`src/rtl/ball_motion_controller.sv`:
```
// ---------------------------------------------------------------------------
// ball_motion_controller
//
// Game-logic stage feeding the VGA generator. Owns the ball position and
// velocity, bounces it off the top, bottom and left walls and the paddle,
// and keeps saturating hit/miss scores. All motion happens once every
// STEP_DIV pixel clocks; every output is a register.
//
// Ports:
//   pixelClock  in   1   pixel clock, rising edge
//   reset       in   1   asynchronous, active-high
//   serve       in   1   level; launches the ball while IDLE
//   paddleTop   in  10   absolute top row of the paddle
//   ballX       out 10   ball left column
//   ballY       out 10   ball top row
//   ballVisible out  1   renderer paints the ball when 1
//   hitCount    out  8   paddle hits, saturating at 255
//   missCount   out  8   misses, saturating at 255
//   state       out  2   0=IDLE, 1=PLAY, 2=MISS
// ---------------------------------------------------------------------------
module ball_motion_controller #(
  parameter int H_VISIBLE = 1024,
  parameter int V_VISIBLE = 768,
  parameter int BORDER    = 16,
  parameter int BALL_SIZE = 16,
  parameter int PADDLE_X  = 976,
  parameter int PADDLE_H  = 96,
  parameter int SPEED     = 2,
  parameter int STEP_DIV  = 131072,
  parameter int MISS_HOLD = 64
) (
  input  logic       pixelClock,
  input  logic       reset,
  input  logic       serve,
  input  logic [9:0] paddleTop,
  output logic [9:0] ballX,
  output logic [9:0] ballY,
  output logic       ballVisible,
  output logic [7:0] hitCount,
  output logic [7:0] missCount,
  output logic [1:0] state
);

  typedef enum logic [1:0] {
    IDLE = 2'd0,
    PLAY = 2'd1,
    MISS = 2'd2
  } stateT;

  localparam int DIV_W  = (STEP_DIV  > 1) ? $clog2(STEP_DIV)  : 1;
  localparam int HOLD_W = (MISS_HOLD > 1) ? $clog2(MISS_HOLD) : 1;

  // Internal geometry is signed and one bit wider than strictly needed for
  // the candidate positions, so paddleTop+PADDLE_H cannot wrap even when
  // paddleTop is near its 10-bit maximum.
  localparam int AW = 12;

  localparam logic signed [AW-1:0] BORDER_S  = AW'(BORDER);
  localparam logic signed [AW-1:0] SPEED_S   = AW'(SPEED);
  localparam logic signed [AW-1:0] BALL_S    = AW'(BALL_SIZE);
  localparam logic signed [AW-1:0] BALL_M1_S = AW'(BALL_SIZE - 1);
  localparam logic signed [AW-1:0] YBOT_S    = AW'(V_VISIBLE - BORDER);
  localparam logic signed [AW-1:0] YMAX_S    = AW'(V_VISIBLE - BORDER - BALL_SIZE);
  localparam logic signed [AW-1:0] XRIGHT_S  = AW'(H_VISIBLE - BORDER);
  localparam logic signed [AW-1:0] PADX_S    = AW'(PADDLE_X);
  localparam logic signed [AW-1:0] PADH_S    = AW'(PADDLE_H);

  localparam logic [9:0] CENTRE_X   = 10'((H_VISIBLE - BORDER) / 2);
  localparam logic [9:0] CENTRE_Y   = 10'((V_VISIBLE - BORDER) / 2);
  localparam logic [9:0] BORDER_X   = 10'(BORDER);
  localparam logic [9:0] PAD_STOP_X = 10'(PADDLE_X - BALL_SIZE);

  stateT             stateQ, stateD;
  logic [9:0]        ballXQ, ballXD;
  logic [9:0]        ballYQ, ballYD;
  logic              visQ, visD;
  logic [7:0]        hitQ, hitD;
  logic [7:0]        missQ, missD;
  logic              dirXRightQ, dirXRightD;
  logic              dirYUpQ, dirYUpD;
  logic              toggleQ, toggleD;
  logic              serveFlagQ, serveFlagD;
  logic [HOLD_W-1:0] holdQ, holdD;
  logic [DIV_W-1:0]  divQ, divD;

  logic              stepStb;
  logic signed [AW-1:0] curX, curY, nx, ny, nyClamped, ptS;
  logic              hitTop, hitBottom, leftWall, paddleZone, overlap, missZone;

  assign stepStb = (divQ == DIV_W'(STEP_DIV - 1));

  // Candidate positions for this step and the collision tests derived
  // from them. The paddle overlap test uses the vertically clamped row.
  assign curX = signed'({2'b00, ballXQ});
  assign curY = signed'({2'b00, ballYQ});
  assign ptS  = signed'({2'b00, paddleTop});
  assign nx   = dirXRightQ ? (curX + SPEED_S) : (curX - SPEED_S);
  assign ny   = dirYUpQ    ? (curY - SPEED_S) : (curY + SPEED_S);

  assign hitTop    = dirYUpQ  && (ny < BORDER_S);
  assign hitBottom = !dirYUpQ && ((ny + BALL_S) > YBOT_S);
  assign nyClamped = hitTop ? BORDER_S : (hitBottom ? YMAX_S : ny);

  assign leftWall   = !dirXRightQ && (nx < BORDER_S);
  assign paddleZone = dirXRightQ && ((curX + BALL_S) < PADX_S) && ((nx + BALL_S) >= PADX_S);
  assign overlap    = (nyClamped <= (ptS + PADH_S)) && ((nyClamped + BALL_M1_S) >= ptS);
  assign missZone   = dirXRightQ && ((nx + BALL_S) >= XRIGHT_S);

  // Next-state logic: the divider free-runs, and the game state only
  // advances on the step strobe. The serve flag is tracked every cycle
  // while IDLE so a short serve pulse between steps is not lost.
  always_comb begin
    stateD     = stateQ;
    ballXD     = ballXQ;
    ballYD     = ballYQ;
    visD       = visQ;
    hitD       = hitQ;
    missD      = missQ;
    dirXRightD = dirXRightQ;
    dirYUpD    = dirYUpQ;
    toggleD    = toggleQ;
    serveFlagD = serveFlagQ;
    holdD      = holdQ;
    divD       = stepStb ? '0 : (divQ + DIV_W'(1));

    case (stateQ)
      IDLE: begin
        serveFlagD = serveFlagQ | serve;
        if (stepStb && serveFlagQ) begin
          // Launch without moving; alternate the vertical direction
          // from one serve to the next.
          stateD     = PLAY;
          dirXRightD = 1'b0;
          dirYUpD    = toggleQ;
          toggleD    = ~toggleQ;
          serveFlagD = 1'b0;
        end
      end

      PLAY: begin
        serveFlagD = 1'b0;
        if (stepStb) begin
          // Vertical motion applies on every step, including the one
          // where the ball is missed, and can combine with a horizontal
          // reflection.
          ballYD = nyClamped[9:0];
          if (hitTop) begin
            dirYUpD = 1'b0;
          end else if (hitBottom) begin
            dirYUpD = 1'b1;
          end

          if (leftWall) begin
            ballXD     = BORDER_X;
            dirXRightD = 1'b1;
          end else if (paddleZone && overlap) begin
            ballXD     = PAD_STOP_X;
            dirXRightD = 1'b0;
            hitD       = (hitQ == 8'hFF) ? hitQ : (hitQ + 8'd1);
          end else if (missZone) begin
            // Horizontal position is left where it was when missed.
            stateD = MISS;
            visD   = 1'b0;
            missD  = (missQ == 8'hFF) ? missQ : (missQ + 8'd1);
            holdD  = '0;
          end else begin
            ballXD = nx[9:0];
          end
        end
      end

      MISS: begin
        serveFlagD = 1'b0;
        if (stepStb) begin
          if (holdQ == HOLD_W'(MISS_HOLD - 1)) begin
            stateD = IDLE;
            ballXD = CENTRE_X;
            ballYD = CENTRE_Y;
            visD   = 1'b1;
            holdD  = '0;
          end else begin
            holdD = holdQ + HOLD_W'(1);
          end
        end
      end

      default: begin
        stateD = IDLE;
      end
    endcase
  end

  // All state, including the divider and hold counter, returns to its
  // power-up value as soon as reset rises.
  always_ff @(posedge pixelClock or posedge reset) begin
    if (reset) begin
      stateQ     <= IDLE;
      ballXQ     <= CENTRE_X;
      ballYQ     <= CENTRE_Y;
      visQ       <= 1'b1;
      hitQ       <= 8'd0;
      missQ      <= 8'd0;
      dirXRightQ <= 1'b0;
      dirYUpQ    <= 1'b0;
      toggleQ    <= 1'b0;
      serveFlagQ <= 1'b0;
      holdQ      <= '0;
      divQ       <= '0;
    end else begin
      stateQ     <= stateD;
      ballXQ     <= ballXD;
      ballYQ     <= ballYD;
      visQ       <= visD;
      hitQ       <= hitD;
      missQ      <= missD;
      dirXRightQ <= dirXRightD;
      dirYUpQ    <= dirYUpD;
      toggleQ    <= toggleD;
      serveFlagQ <= serveFlagD;
      holdQ      <= holdD;
      divQ       <= divD;
    end
  end

  assign ballX       = ballXQ;
  assign ballY       = ballYQ;
  assign ballVisible = visQ;
  assign hitCount    = hitQ;
  assign missCount   = missQ;
  assign state       = stateQ;

endmodule

```
`config.mk`:
```
export PLATFORM = sky130hd
export DESIGN_NAME = ball_motion_controller
export DESIGN_NICKNAME = d
export VERILOG_FILES = /design/src/rtl/ball_motion_controller.sv
export SDC_FILE = /design/constraint.sdc
export NUM_CORES = 1
export LEC_CHECK = 0
export BUFFER_PORTS_ARGS = -buffer_cell sky130_fd_sc_hd__buf_2
export CORE_AREA = 2 2 97 137
export CTS_BUF_LIST = sky130_fd_sc_hd__clkbuf_16
export CTS_CLUSTER_DIAMETER = 50
export CTS_CLUSTER_SIZE = 16
export DETAILED_ROUTE_END_ITERATION = 8
export DIE_AREA = 0 0 99 139
export SLEW_MARGIN = 10
export SYNTH_ARGS = -nofsm -noshare
export SYNTH_HDL_FRONTEND = slang
export SYNTH_SLANG_ARGS = --single-unit
```
`constraint.sdc`:
```
create_clock -name pixelClock -period 7 [get_ports pixelClock]
set_clock_uncertainty 0.05 [all_clocks]
set_input_delay 1.4 -clock pixelClock [delete_from_list [all_inputs] [get_ports pixelClock]]
set_output_delay 1.4 -clock pixelClock [all_outputs]
set_load 0.03 [all_outputs]
```
==> metrics.txt, run 1 <==
deepest level of the CTS H-tree 3; clock root buffer sky130_fd_sc_hd__clkbuf_16; final weighted congestion of routability-driven global placement 0.896; global-route congestion overflow total 0; CP Capture Type flip-flop; number of hold buffers added after CTS 0; hpwl dp 8870 um; floorplan row count 49; WL per Instance 15.9 um; initial antenna violation count 0; EDFF count, synth 0; largest fanout on the critical path 8; Final Util 0.441; most used flip-flop cell after synthesis sky130_fd_sc_hd__dfrtp_1; Max-cap violations 0; Worst Hold Class reg2reg; Fmax achieved 157 MHz; post-route minimum period 6.35 ns; worst-case setup slack after placement 0.397 ns; flip-flop and latch count after synthesis 65; worst endpoint data arrival time 6.51 ns; transition time at the pin with the least slew margin 0.844 ns; vias after detailed routing 4233; maximum number of pins on one net before global-route repair 66; layout net count 638; number of buffers inserted to repair setup after CTS 0; final sum of negative setup slack 0 ns; cell count after synthesis 543; part of the cycle the worst path needs 0.907; Max transition margin 0.437; startpoint types flip-flop; post-synth top area share 0.270; final hold vios 0; global-route wire length before repair 20500 um; synth warn 0; I/O Pins 52; cell area after technology mapping 4900 um^2; RSZ-0062 raised after global routing no; total power per unit cell area 143 nW/um^2; clock net sink count 65; total clock buffers created by CTS 9; number of nets with antenna violations after routing 0; count of routing violations after the opening detailed-route iteration 183; kind of critical path reg2reg; most used standard cells in the synthesized netlist 53 x sky130_fd_sc_hd__dfrtp_1, 41 x sky130_fd_sc_hd__nor2_1, 39 x sky130_fd_sc_hd__inv_1, 38 x sky130_fd_sc_hd__ha_1, 32 x sky130_fd_sc_hd__nand2_1; Core Box Area 12600 um^2; most numerous cell in the Yosys netlist sky130_fd_sc_hd__dfrtp_1; count of buffers inserted at the top-level ports 50; maximum clock insertion buffer count 2; cell leakage power 2.63 nW; ordered cell list for the critical path inv_1 -> ha_1 -> and4bb_2 -> a32o_1 -> xnor2_1 -> a2111oi_0 -> o311ai_2 -> nor2b_2 -> nand2_1 -> ha_1 -> inv_1 -> o311ai_0 -> nor4_2 -> xnor2_1 -> nor2_1 -> ha_1 -> o211ai_1 -> o21ai_0 -> a41oi_2 -> nor4_4 -> and2_4 -> mux2_1; leading post-synthesis cells by cell area sky130_fd_sc_hd__dfrtp_1 27%, sky130_fd_sc_hd__ha_1 9.7%, sky130_fd_sc_hd__dfstp_2 6.4%; DRT Pass-1 Iters 4; Req. time, crit path 7.16 ns; share of post-route cells with drive strength above 1 0.176; worst setup slack after layout 0.648 ns; All-Layer GR Usage 0.181; setup-violating endpoint count in the final report 0; fraction of the yosys area taken by sequential cells 0.335; x dimension of the die 99 um; proportion of synthesized flip-flops having asynchronous set or reset 1.00; CP delay by family, top simple AND/OR/NAND/NOR gates; layout-stage area growth over the synthesis result 13.1%; count of unresolved DRC violations after routing 0; CP max-delay cell sky130_fd_sc_hd__nor4_4; peak supply drop 152 uV; Synth Area per Inst 9.03 um^2; Detailed Route WL 11800 um; die footprint 13800 um^2; count of inserted antenna diode cells 0; Most Frequent Cell on Critical Path sky130_fd_sc_hd__ha_1; clock latency at the later pin of the worst-skew pair 0.33 ns; Synth cell types 80; TritonCTS clock tree done; Via density 5.68; clk slew on worst S/H paths 0.05 ns; CP bufs+invs 2; critical path's largest stage delay 0.58 ns; Vert. Die Dim 139 um; result of the run complete, no violations; library cell with the largest summed area after synthesis sky130_fd_sc_hd__dfrtp_1; vias in the first global route 4341; number of max-slew violations in the final report 0; Initial Util 0.390
==> worst paths after layout <==
check | startpoint | end | slack, ns | depth (start not counted)
worst max-delay path | ballY[1] | hitCount[1] | 0.65 | 22
worst min-delay path | divQ[0] | divQ[0] | 0.41 | 1
worst max register to register | ballY[1] | hitCount[1] | 0.65 | 22
worst min register to register | divQ[0] | divQ[0] | 0.41 | 1
max in group asynchronous | reset | dirYUpQ | 5.04 | 3
min in group asynchronous | reset | hitCount[0] | 1.27 | 3
==> state kept, by name, indices dropped and copies added, names as in the netlist, 2 cells and up <==
name,count
hitCount,8
ballX,9
divQ,17
state,2
missCount,8
holdQ,6
ballY,10
==> final cells by class <==
class,instances,area (um^2)
Timing Repair Buffer,53,273
Sequential cell,65,1640
Multi-Input combinational cell,419,3040
Tap cell,153,191
Clock buffer,9,225
Inverter,39,146
Clock inverter,7,30.0
Fill cell,1249,7020
==> worst reg2reg max path: stages, from the launching register on <==
cell and delay (ns):
sky130_fd_sc_hd__dfrtp_1 0.46, sky130_fd_sc_hd__inv_1 0.12, sky130_fd_sc_hd__ha_1 0.26, sky130_fd_sc_hd__and4bb_2 0.24, sky130_fd_sc_hd__a32o_1 0.27, sky130_fd_sc_hd__xnor2_1 0.36
sky130_fd_sc_hd__a2111oi_0 0.15, sky130_fd_sc_hd__o311ai_2 0.56, sky130_fd_sc_hd__nor2b_2 0.39, sky130_fd_sc_hd__nand2_1 0.15, sky130_fd_sc_hd__ha_1 0.26, sky130_fd_sc_hd__inv_1 0.06
sky130_fd_sc_hd__o311ai_0 0.22, sky130_fd_sc_hd__nor4_2 0.50, sky130_fd_sc_hd__xnor2_1 0.17, sky130_fd_sc_hd__nor2_1 0.06, sky130_fd_sc_hd__ha_1 0.28, sky130_fd_sc_hd__o211ai_1 0.07
sky130_fd_sc_hd__o21ai_0 0.31, sky130_fd_sc_hd__a41oi_2 0.15, sky130_fd_sc_hd__nor4_4 0.58, sky130_fd_sc_hd__and2_4 0.24, sky130_fd_sc_hd__mux2_1 0.31
==> per-stage QoR <==
step	cells	hold WS (ns)	total power (W)	instance area [um^2]
2_1_floorplan	544	0.375	0.000403	4910
3_3_place_gp	729	0.395	0.000413	5270
3_5_place_dp	729	0.397	0.000414	5270
4_1_cts	745	0.424	0.000808	5520
5_1_grt	745	0.444	0.000830	5550
6_report	745	0.411	0.000791	5550
==> what timing repair did <==
action / 4_1_cts / 5_1_grt
gates resized for setup: 0 / 5
endpoints found under the setup margin: 0 / 26
hold endpoints to repair: 0 / 0
==> where the power goes <==
group | switching [W] | total (W) | internal [W]
Clock | 0.000151 | 0.000383 | 0.000232
Combinational | 0.0000204 | 0.0000311 | 0.0000107
Sequential | 0 | 0.000377 | 0.000377
==> layer usage <==
layer	track usage	wire length (um)	up-vias
met1	0.215	5140	2064
li1	-	-	2073
met4	0.0692	253	0
met2	0.319	6070	77
met5	0	0	-
met3	0.0323	377	19
==> logic make-up (layout without fill, tap and decap cells) <==
group / count (synthesis) / count (layout) / synth area share
simple gates: 197 / 197 / 0.220
flops: 65 / 65 / 0.335
compound gates: 118 / 118 / 0.178
fa+ha+maj: 39 / 39 / 0.0990
other cells: 1 / 2 / 0.000765
buf+inv: 60 / 108 / 0.0518
xor+xnor: 54 / 54 / 0.0964
mux: 9 / 9 / 0.0199
==> placed cells by master, fill, tap and decap left out, types with 14 or more instances in the layout <==
cell	count
sky130_fd_sc_hd__nand2_1	32
sky130_fd_sc_hd__and3_1	16
sky130_fd_sc_hd__nor3_1	14
sky130_fd_sc_hd__ha_1	38
sky130_fd_sc_hd__buf_2	50
sky130_fd_sc_hd__xnor2_1	27
sky130_fd_sc_hd__nor2_1	41
sky130_fd_sc_hd__a21oi_1	24
sky130_fd_sc_hd__inv_1	40
sky130_fd_sc_hd__nand3_1	27
sky130_fd_sc_hd__o21ai_0	18
sky130_fd_sc_hd__xor2_1	27
sky130_fd_sc_hd__dfrtp_1	52
(Power assumes the default switching activity.)
==> run 2: changes to the inputs <==
clock period = 5.9 ns   (was 7 ns; I/O delays follow)
==> run 2 against run 1 <==
Sequential power grew 19%. Clock power up 18%. Sequential share of layout area is 0.41 points lower. Wire length is 0.33% lower. Combinational power up 19%. Final cell count grew 1.3%. Largest cell class unchanged.
==> metrics.txt, run 2 (synthesized netlist as in run 1, its figures left out) <==
result of the run complete, no violations; CP Capture Type flip-flop; Via density 5.68 (about the same); Final Util 0.447 (+0.00587); number of max-slew violations in the final report 0 (unchanged); TritonCTS clock tree done; total power after layout 0.000937 W (+18%); cell leakage power 2.68 nW (+1.7%); total clock buffers created by CTS 9 (unchanged); global-route wire length before repair 20100 um (-1.7%); clk slew on worst S/H paths 0.05 ns (about the same); Sw Pwr 0.000203 W (+18%); worst-case register-to-register setup slack 0.40 ns (-0.24 ns); reg-to-reg critical path startpoint dirYUpQ; setup-violating endpoint count in the final report 0 (unchanged); hold slack final 0.404 ns (-0.00722 ns); count of routing violations after the opening detailed-route iteration 187 (+2.2%); Req. time, crit path 6.06 ns (-1.10 ns); startpoint types flip-flop; count of buffers inserted at the top-level ports 50 (unchanged); clock share of power 0.484 (about the same); capture instance of the worst register-to-register path hitCount[1]; count of inserted antenna diode cells 0 (unchanged); Max transition margin 0.456 (+0.0184); floorplan row count 49 (unchanged); deepest level of the CTS H-tree 3 (unchanged); largest register by flop count divQ; clock latency at the later pin of the worst-skew pair 0.33 ns (about the same); final weighted congestion of routability-driven global placement 0.848 (-5.3%); final hold vios 0 (unchanged); Worst Hold Class reg2reg; endpoint of the worst hold-timing path divQ[0]; number of nets with antenna violations after routing 0 (unchanged); Vert. Die Dim 139 um (unchanged); count of cells along the worst hold path 1 (unchanged); vias in the first global route 4205 (-3.1%); transition time at the pin with the least slew margin 0.817 ns (-0.0276 ns); most frequent standard cell in the layout excluding fill and tap cells sky130_fd_sc_hd__dfrtp_1; share of post-route cells with drive strength above 1 0.188 (+0.0120); total power per unit cell area 167 nW/um^2 (+17%); Detailed Route WL 11800 um (-0.33%); flip-flop count of the largest register, all copies and words added 17 (unchanged); cell-internal power 0.000734 W (+19%); die footprint 13800 um^2 (unchanged); All-Layer GR Usage 0.177 (-0.00323); maximum clock insertion buffer count 2 (unchanged); worst endpoint data arrival time 5.65 ns (-0.86 ns); kind of critical path reg2reg; number of hold buffers added after CTS 0 (unchanged); WL per Instance 15.6 um (-1.6%); DRT Pass-1 Iters 4 (unchanged); vias after detailed routing 4291 (+1.4%); Seq pwr share 0.477 (about the same); Max-cap violations 0 (unchanged); layout net count 648 (+1.6%); fraction of power spent switching nets 0.217 (-0.000638); Core Box Area 12600 um^2 (unchanged); initial antenna violation count 0 (unchanged); part of the cycle the worst path needs 0.931 (+0.0241); final-layout fill cell count 1241 (-0.64%); most used cells in the layout excluding fill and tap cells 53 x sky130_fd_sc_hd__dfrtp_1, 50 x sky130_fd_sc_hd__buf_2, 41 x sky130_fd_sc_hd__nor2_1; Fmax achieved 182 MHz (+16%); count of unresolved DRC violations after routing 0 (unchanged); global-route congestion overflow total 0 (unchanged); I/O Pins 52 (unchanged); Initial Util 0.390 (unchanged); largest fanout on the critical path 13 (+5); count of cells along the worst register-to-register path 22 (unchanged); maximum number of pins on one net before global-route repair 66 (unchanged); clock net sink count 65 (unchanged); post-route minimum period 5.50 ns (-0.856 ns); layout-stage area growth over the synthesis result 14.6%; placed inst area 5330 um^2 (+1.3%); hpwl dp 9000 um (+1.5%); startpoint of the most critical hold path divQ[0]; share of total power in combinational logic 0.039 (about the same); post-route cell area 5620 um^2 (+1.3%); clock root buffer sky130_fd_sc_hd__clkbuf_16; x dimension of the die 99 um (unchanged); peak supply drop 170 uV (+12%)
-- run 2: cell count changes in the layout (fill, tap and decap cells not counted), moves of 2 or more --
cell / before / now
sky130_fd_sc_hd__clkinv_1: 2 / 4
sky130_fd_sc_hd__a2111oi_1: 0 / 2
sky130_fd_sc_hd__a2111oi_0: 6 / 4
sky130_fd_sc_hd__buf_4: 3 / 13
-- run 2: worst max path at each step --
| stage | from | end | slack [ns] | cells after the start |
|---|---|---|---|---|
| final | dirYUpQ | hitCount[1] | 0.40 | 22 |
| after global routing | dirYUpQ | missCount[4] | -0.02 | 21 |
| after CTS | ballY[2] | missCount[4] | 0.07 | 23 |
| after detailed placement | ballY[2] | missCount[4] | -0.06 | 23 |
| after global placement | ballY[2] | holdQ[5] | 0.15 | 22 |
| after floorplan | ballY[1] | missCount[1] | 0.16 | 22 |
-- run 2: critical path: stages (launching register included) --
cell,delay [ns]
sky130_fd_sc_hd__dfrtp_1,0.57
sky130_fd_sc_hd__or4b_4,0.56
sky130_fd_sc_hd__o2bb2ai_4,0.18
sky130_fd_sc_hd__xnor2_1,0.13
sky130_fd_sc_hd__a2111oi_1,0.49
sky130_fd_sc_hd__o311ai_2,0.16
sky130_fd_sc_hd__nor2b_2,0.21
sky130_fd_sc_hd__nand2_1,0.15
sky130_fd_sc_hd__ha_1,0.22
sky130_fd_sc_hd__inv_1,0.05
sky130_fd_sc_hd__o311ai_1,0.40
sky130_fd_sc_hd__nor4_1,0.13
sky130_fd_sc_hd__buf_4,0.17
sky130_fd_sc_hd__xnor2_1,0.14
sky130_fd_sc_hd__nor2_1,0.06
sky130_fd_sc_hd__ha_1,0.28
sky130_fd_sc_hd__o211ai_1,0.07
sky130_fd_sc_hd__o21ai_1,0.24
sky130_fd_sc_hd__a41oi_2,0.09
sky130_fd_sc_hd__buf_4,0.18
sky130_fd_sc_hd__nor4_4,0.33
sky130_fd_sc_hd__and2_4,0.21
sky130_fd_sc_hd__mux2_1,0.32
-- run 2: power groups by stage --
stage / logic, W / registers (W) / clock network (W)
after floorplan: 0.0000243 / 0.000454 / 0
after global placement: 0.0000363 / 0.000454 / 0
after detailed placement: 0.0000375 / 0.000454 / 0
after CTS: 0.0000377 / 0.000447 / 0.000466
after global routing: 0.0000429 / 0.000446 / 0.000495
final: 0.0000369 / 0.000447 / 0.000453
-- run 2: timing repair --
action | in CTS | in global routing
resized for setup | 1 | 7
pin swaps | 0 | 0
setup buffers | 0 | 1
setup endpoints to repair | 12 | 34
-- run 2: layer usage --
metal | up-vias | global-route usage | wire length [um]
met5 | - | 0 | 0
met4 | 0 | 0.0771 | 272
met2 | 73 | 0.308 | 6130
li1 | 2087 | - | -
met3 | 19 | 0.0212 | 345
met1 | 2112 | 0.219 | 5060
-- run 2: per-stage QoR --
stage / setup WS [ns] / std cells / TNS, ns
2_1_floorplan: 0.161 / 544 / 0
3_3_place_gp: 0.148 / 738 / 0
3_5_place_dp: -0.0567 / 738 / -0.220
4_1_cts: 0.0654 / 754 / 0
5_1_grt: -0.0216 / 755 / -0.0740
6_report: 0.404 / 755 / 0
-- run 2: final cells by class --
cell class / instances / area, um^2 / share of cell area
well taps: 153 / 191 / 0.0341
flip-flops and latches: 65 / 1640 / 0.292
repair buffers: 63 / 348 / 0.0619
clock inverters: 7 / 28.8 / 0.00512
multi-input cells: 419 / 3040 / 0.541
clock buffers: 9 / 225 / 0.0401
inverters: 39 / 146 / 0.0261
